[config.mk]
export PLATFORM = sky130hd
export DESIGN_NAME = fifo_read_packer_flat
export DESIGN_NICKNAME = d
export VERILOG_FILES = /design/src/rtl/fifo_read_packer_if.sv /design/src/rtl/fifo_read_packer.sv /design/src/flat_wrapper.sv
export SDC_FILE = /design/constraint.sdc
export NUM_CORES = 1
export LEC_CHECK = 0
export CORE_MARGIN = 2
export CORE_UTILIZATION = 56
export CTS_CLUSTER_DIAMETER = 60
export CTS_CLUSTER_SIZE = 20
export DETAILED_ROUTE_END_ITERATION = 7
export GPL_TIMING_DRIVEN = 0
export PLACE_DENSITY = 0.85
export SLEW_MARGIN = 20
export SYNTH_ARGS = -nofsm -noshare
export SYNTH_HDL_FRONTEND = slang
export SYNTH_SLANG_ARGS = --single-unit
export TNS_END_PERCENT = 30
[constraint.sdc]
create_clock -name rclk -period 5.2 [get_ports rclk]
set_clock_uncertainty 0.05 [all_clocks]
set_input_delay 1.04 -clock rclk [delete_from_list [all_inputs] [get_ports rclk]]
set_output_delay 1.04 -clock rclk [all_outputs]
set_load 0.005 [all_outputs]
[src/rtl/fifo_read_packer_if.sv]
// fifo_read_packer_if: FIFO read-side and packed-word handshake signals.
// The master modport is the packer; the slave modport is its environment.
interface fifo_read_packer_if #(
  parameter int DSIZE = 8,
  parameter int WORDS = 4,
  parameter int CSIZE = 16
);
  localparam int CW = $clog2(WORDS) + 1;

  logic [DSIZE-1:0]       rdata;
  logic                   rempty;
  logic                   rinc;
  logic                   flush;
  logic [DSIZE*WORDS-1:0] out_data;
  logic [CW-1:0]          out_cnt;
  logic                   out_valid;
  logic                   out_ready;
  logic [CSIZE-1:0]       word_count;

  modport master (
    input  rdata, rempty, flush, out_ready,
    output rinc, out_data, out_cnt, out_valid, word_count
  );

  modport slave (
    output rdata, rempty, flush, out_ready,
    input  rinc, out_data, out_cnt, out_valid, word_count
  );
endinterface

[src/rtl/fifo_read_packer.sv]
// fifo_read_packer: drains a show-ahead FIFO in the rclk domain, packs WORDS
// consecutive entries into one wide word and offers it over valid/ready.
// A flush pulse emits a partially filled word.
// Optional build macro PACK_BIG_ENDIAN_EN: slot 0 lands in the top DSIZE bits
// and partial words are left-aligned; otherwise slot 0 is in the low bits.
module fifo_read_packer #(
  parameter int DSIZE = 8,
  parameter int WORDS = 4,
  parameter int CSIZE = 16
) (
  input  logic               rclk,
  input  logic               rrst,
  fifo_read_packer_if.master bus
);
  localparam int IW = $clog2(WORDS);
  localparam int CW = $clog2(WORDS) + 1;

  typedef enum logic {FILL = 1'b0, HOLD = 1'b1} state_t;

  state_t                      state_q;
  logic [IW-1:0]               idx_q;
  logic [WORDS-1:0][DSIZE-1:0] slots_q;
  logic [WORDS-1:0][DSIZE-1:0] slots_d;
  logic [DSIZE*WORDS-1:0]      out_data_q;
  logic [DSIZE*WORDS-1:0]      out_data_d;
  logic [CW-1:0]               out_cnt_q;
  logic [CW-1:0]               out_cnt_d;
  logic                        out_valid_q;
  logic [CSIZE-1:0]            word_count_q;
  logic                        pop;
  logic                        emit;

  // Pop decision, slot update with the entry being popped, and packed view.
  always_comb begin
    pop      = (state_q == FILL) && !bus.rempty && !rrst;
    bus.rinc = pop;

    slots_d = slots_q;
    if (pop) begin
      slots_d[idx_q] = bus.rdata;
    end

    // Unused slots are zero because the slot store is cleared at handshake.
    out_data_d = '0;
    for (int unsigned i = 0; i < WORDS; i++) begin
`ifdef PACK_BIG_ENDIAN_EN
      out_data_d[(WORDS - 1 - i) * DSIZE +: DSIZE] = slots_d[i];
`else
      out_data_d[i * DSIZE +: DSIZE] = slots_d[i];
`endif
    end

    out_cnt_d = pop ? CW'(idx_q) + CW'(1) : CW'(idx_q);

    // A full word or a flush with at least one entry (held or being popped).
    emit = (state_q == FILL) &&
           ((pop && (idx_q == IW'(WORDS - 1))) ||
            (bus.flush && (pop || (idx_q != '0))));
  end

  // FILL/HOLD state machine with registered handshake outputs.
  always_ff @(posedge rclk) begin
    if (rrst) begin
      state_q      <= FILL;
      idx_q        <= '0;
      slots_q      <= '0;
      out_data_q   <= '0;
      out_cnt_q    <= '0;
      out_valid_q  <= 1'b0;
      word_count_q <= '0;
    end else begin
      case (state_q)
        FILL: begin
          slots_q <= slots_d;
          if (pop) begin
            idx_q <= idx_q + IW'(1);
          end
          if (emit) begin
            state_q     <= HOLD;
            out_valid_q <= 1'b1;
            out_cnt_q   <= out_cnt_d;
            out_data_q  <= out_data_d;
            idx_q       <= '0;
          end
        end
        HOLD: begin
          if (bus.out_ready) begin
            state_q      <= FILL;
            out_valid_q  <= 1'b0;
            slots_q      <= '0;
            word_count_q <= word_count_q + CSIZE'(1);
          end
        end
        default: state_q <= FILL;
      endcase
    end
  end

  assign bus.out_data   = out_data_q;
  assign bus.out_cnt    = out_cnt_q;
  assign bus.out_valid  = out_valid_q;
  assign bus.word_count = word_count_q;
endmodule
[src/flat_wrapper.sv]
// flat-port wrapper written by rule: the top's interface ports become plain ports
module fifo_read_packer_flat 
#(
  parameter int DSIZE = 8,
  parameter int WORDS = 4,
  parameter int CSIZE = 16
)
  (rclk, rrst, bus_rdata, bus_rempty, bus_flush, bus_out_ready, bus_rinc, bus_out_data, bus_out_cnt, bus_out_valid, bus_word_count);
  fifo_read_packer_if #(.DSIZE(DSIZE), .WORDS(WORDS), .CSIZE(CSIZE)) bus_i ();
  input  logic rclk;
  input  logic rrst;
  input wire logic [$bits(bus_i.rdata)-1:0] bus_rdata;
  input wire logic [$bits(bus_i.rempty)-1:0] bus_rempty;
  input wire logic [$bits(bus_i.flush)-1:0] bus_flush;
  input wire logic [$bits(bus_i.out_ready)-1:0] bus_out_ready;
  output wire logic [$bits(bus_i.rinc)-1:0] bus_rinc;
  output wire logic [$bits(bus_i.out_data)-1:0] bus_out_data;
  output wire logic [$bits(bus_i.out_cnt)-1:0] bus_out_cnt;
  output wire logic [$bits(bus_i.out_valid)-1:0] bus_out_valid;
  output wire logic [$bits(bus_i.word_count)-1:0] bus_word_count;
  assign bus_i.rdata = bus_rdata;
  assign bus_i.rempty = bus_rempty;
  assign bus_i.flush = bus_flush;
  assign bus_i.out_ready = bus_out_ready;
  assign bus_rinc = bus_i.rinc;
  assign bus_out_data = bus_i.out_data;
  assign bus_out_cnt = bus_i.out_cnt;
  assign bus_out_valid = bus_i.out_valid;
  assign bus_word_count = bus_i.word_count;
  fifo_read_packer #(.DSIZE(DSIZE), .WORDS(WORDS), .CSIZE(CSIZE)) u_core (.rclk(rclk), .rrst(rrst), .bus(bus_i));
endmodule
==> run_results.csv <==
group,metric,value,unit
sta,slew_headroom,43.0,%
clock_tree,clockBufferDepth,2,
grt,antenna_found_initial,0,
clock_tree,clkTransAtPathRegs,0.07,ns
logic_synthesis,ys_types,42,
clock_tree,root_buffer,"clkbuf_8",
route,ant_nets,0,
grt,gr-usage-met3,6.43,%
critical_path,worstPathArrival,2.85,ns
floorplan,die_x,83.6,um
route,wl_per_cell,16.4,um
clock_tree,cts.sinks,87,
sta,setup_tns,0,ns
logic_synthesis,seq_area_frac_synth,49.1,%
floorplan,die_h,83.6,um
critical_path,cp_max_fo,10,
clock_tree,htreeDepth,3,
cells_and_area,final_common_cell,"dfxtp_1",
sta,timing.fmax,254,MHz
critical_path,worstSetupStartpointType,"primary input",
power,leakagePower,1.43,nW
grt,grt_pass1_vias,3163,
placement,placed_area,4290,um^2
sta,rsz0062_at_grt,"no",
cells_and_area,synthToLayoutAreaGrowth,26.7,%
grt,use_met2,42.9,%
logic_synthesis,synthCells,400,
hold_path,hp-class,"flop to flop",
logic_synthesis,avgSynthCellArea,8.87,um^2
clock_tree,post_cts_buffers,0,
grt,grt_pass1_wl,15200,um
cells_and_area,diodes,0,
route,drc,0,
status,status,"finished, final reports clean",
sta,period_minus_slack,3.94,ns
sta,hold_viol,0,
logic_synthesis,syn-cell-area,3550,um^2
job,cap_violations,0,
critical_path,worst_setup_path_end_kind,"primary output",
sta,tightest_slew,0.852,ns
cells_and_area,finalInstanceArea,4500,um^2
logic_synthesis,ys_seq_elements,87,
route,first_pass_iters,5,
placement,place.gp.congestion,0.878,
cells_and_area,nets,493,
floorplan,core_area,6240,um^2
route,wl,9150,um
cells_and_area,final_layout_size_suffix_gt1_share,7.52,%
route,drt_iter0_drc,264,
grt,grt-busiest-layer,"met2",
sta,fin_crit_sh,75.8,%
hold_path,worstHoldPathCells,2,
clock_tree,hold_buffers,0,
floorplan,fp.dieArea,6990,um^2
critical_path,critPathKind,"primary input to primary output",
grt,track_usage,27.3,%
route,vias,3318,
grt,grtUsageMet1,35.2,%
critical_path,worstPathRequired,4.11,ns
grt,grt_start_max_net_pins,14,
sta,slew_viol_final,0,
sta,setup_viol,0,
logic_synthesis,synth-warning-count,0,
power,ir_drop,0.192,mV
clock_tree,cts_resized,0,
floorplan,num_io_pins,66,
clock_tree,cts_tree,"yes",
grt,overflow,0,
clock_tree,clk-insertion-delay-late,0.36,ns
logic_synthesis,synth_nets,418,
floorplan,start_util,56.9,%
cells_and_area,final_cell_mix,"dfxtp_1, nand2_1, a21oi_1",
placement,dpl.hpwl,6360,um
clock_tree,cts_made_buffers,9,
floorplan,rows,29,
placement,io_buffers,64,
power,p_per_area,319,nW/um^2
critical_path,reg2regPathDepth,5,
route,via_per_inst,5.97,
## report_power, final
part	total (mW)	switching, mW	internal, mW
combinational	0.206	0.107	0.0991
sequential	0.717	0.0187	0.698
clock	0.510	0.230	0.280
## synthesized netlist by cell type (all sizes together)
cell type	n	area share, %
xnor2	9	2.2
or3	6	1.2
nand2	84	9.0
nor3	6	0.99
buf	12	2.2
or4	1	0.21
a22oi	8	1.7
and4	1	0.25
clkinv	1	0.11
and2	1	0.18
nor4	4	0.70
o21ai	7	0.99
mux2	1	0.32
nand4	4	0.88
dfxtp	87	49
ha	5	1.8
o32a	1	0.28
o32ai	1	0.78
nand3	4	0.70
nor4b	4	1.5
xor2	2	0.49
clkbuf	12	1.3
nor2	21	2.3
a211oi	9	1.9
nand2b	1	0.18
a311oi	24	5.9
inv	7	0.74
mux2i	8	2.3
o31ai	2	0.42
nor3b	1	0.21
a21oi	66	9.3
## state kept, by name, indices dropped and copies added (netlist names)
register	count
u_core.state_q	1
u_core.idx_q	2
u_core.slots_q	32
u_core.bus.out_cnt	3
u_core.bus.out_valid	1
u_core.bus.word_count	16
u_core.bus.out_data	32
## final cells by class
cell class	count	area, um^2
Inverter	8	30.0
Multi-Input combinational cell	281	1650
Fill cell	503	1740
Buffer	24	124
Timing Repair Buffer	64	641
Clock buffer	11	141
Clock inverter	4	70.1
Tap cell	77	96.3
Sequential cell	87	1740
## through the flow
step	instances	hold WS (ns)	worst slack (ns)	total power [mW]	util (%)
after floorplan	400	0.387	2.57	0.837	-
after global placement	541	0.391	1.38	0.929	68.7
after detailed placement	541	0.397	1.30	0.935	68.7
after CTS	556	0.407	1.27	1.43	72.1
after global routing	556	0.433	1.19	1.49	72.1
final	556	0.411	1.26	1.43	72.1
## cells by family (layout without fill, tap and decap cells)
| logic type | count (synthesis) | after routing | synth area share (%) |
|---|---|---|---|
| AOI/OAI and AO/OA | 118 | 118 | 21.3 |
| and+or+nand+nor | 138 | 138 | 18.3 |
| buffers and inverters | 32 | 111 | 4.34 |
| xor gates and xnor gates | 11 | 11 | 2.71 |
| DFF | 87 | 87 | 49.1 |
| adders and majority gates | 5 | 5 | 1.76 |
| muxes | 9 | 9 | 2.57 |
## worst max-delay path, stage by stage
cell and delay [ns]:
clkdlybuf4s50_1 0.51, buf_2 0.24, nor3_2 0.45, clkdlybuf4s50_1 0.61
## path summary, 6_finish.rpt
| path | startpoint | end | slack (ns) |
|---|---|---|---|
| worst max-delay path | rrst | bus_rinc | 1.26 |
| worst min-delay path | u_core.slots_q[28] | u_core.slots_q[28] | 0.41 |
| worst max register to register | u_core.idx_q[0] | u_core.slots_q[31] | 2.91 |
| worst min register to register | u_core.slots_q[28] | u_core.slots_q[28] | 0.41 |
## layer usage
metal | up-vias | routed length (um)
met5 | - | 0
met4 | 0 | 290
met3 | 29 | 582
met2 | 134 | 4310
met1 | 1568 | 3970
li1 | 1587 | -
Power figures use the tool's default switching activity.
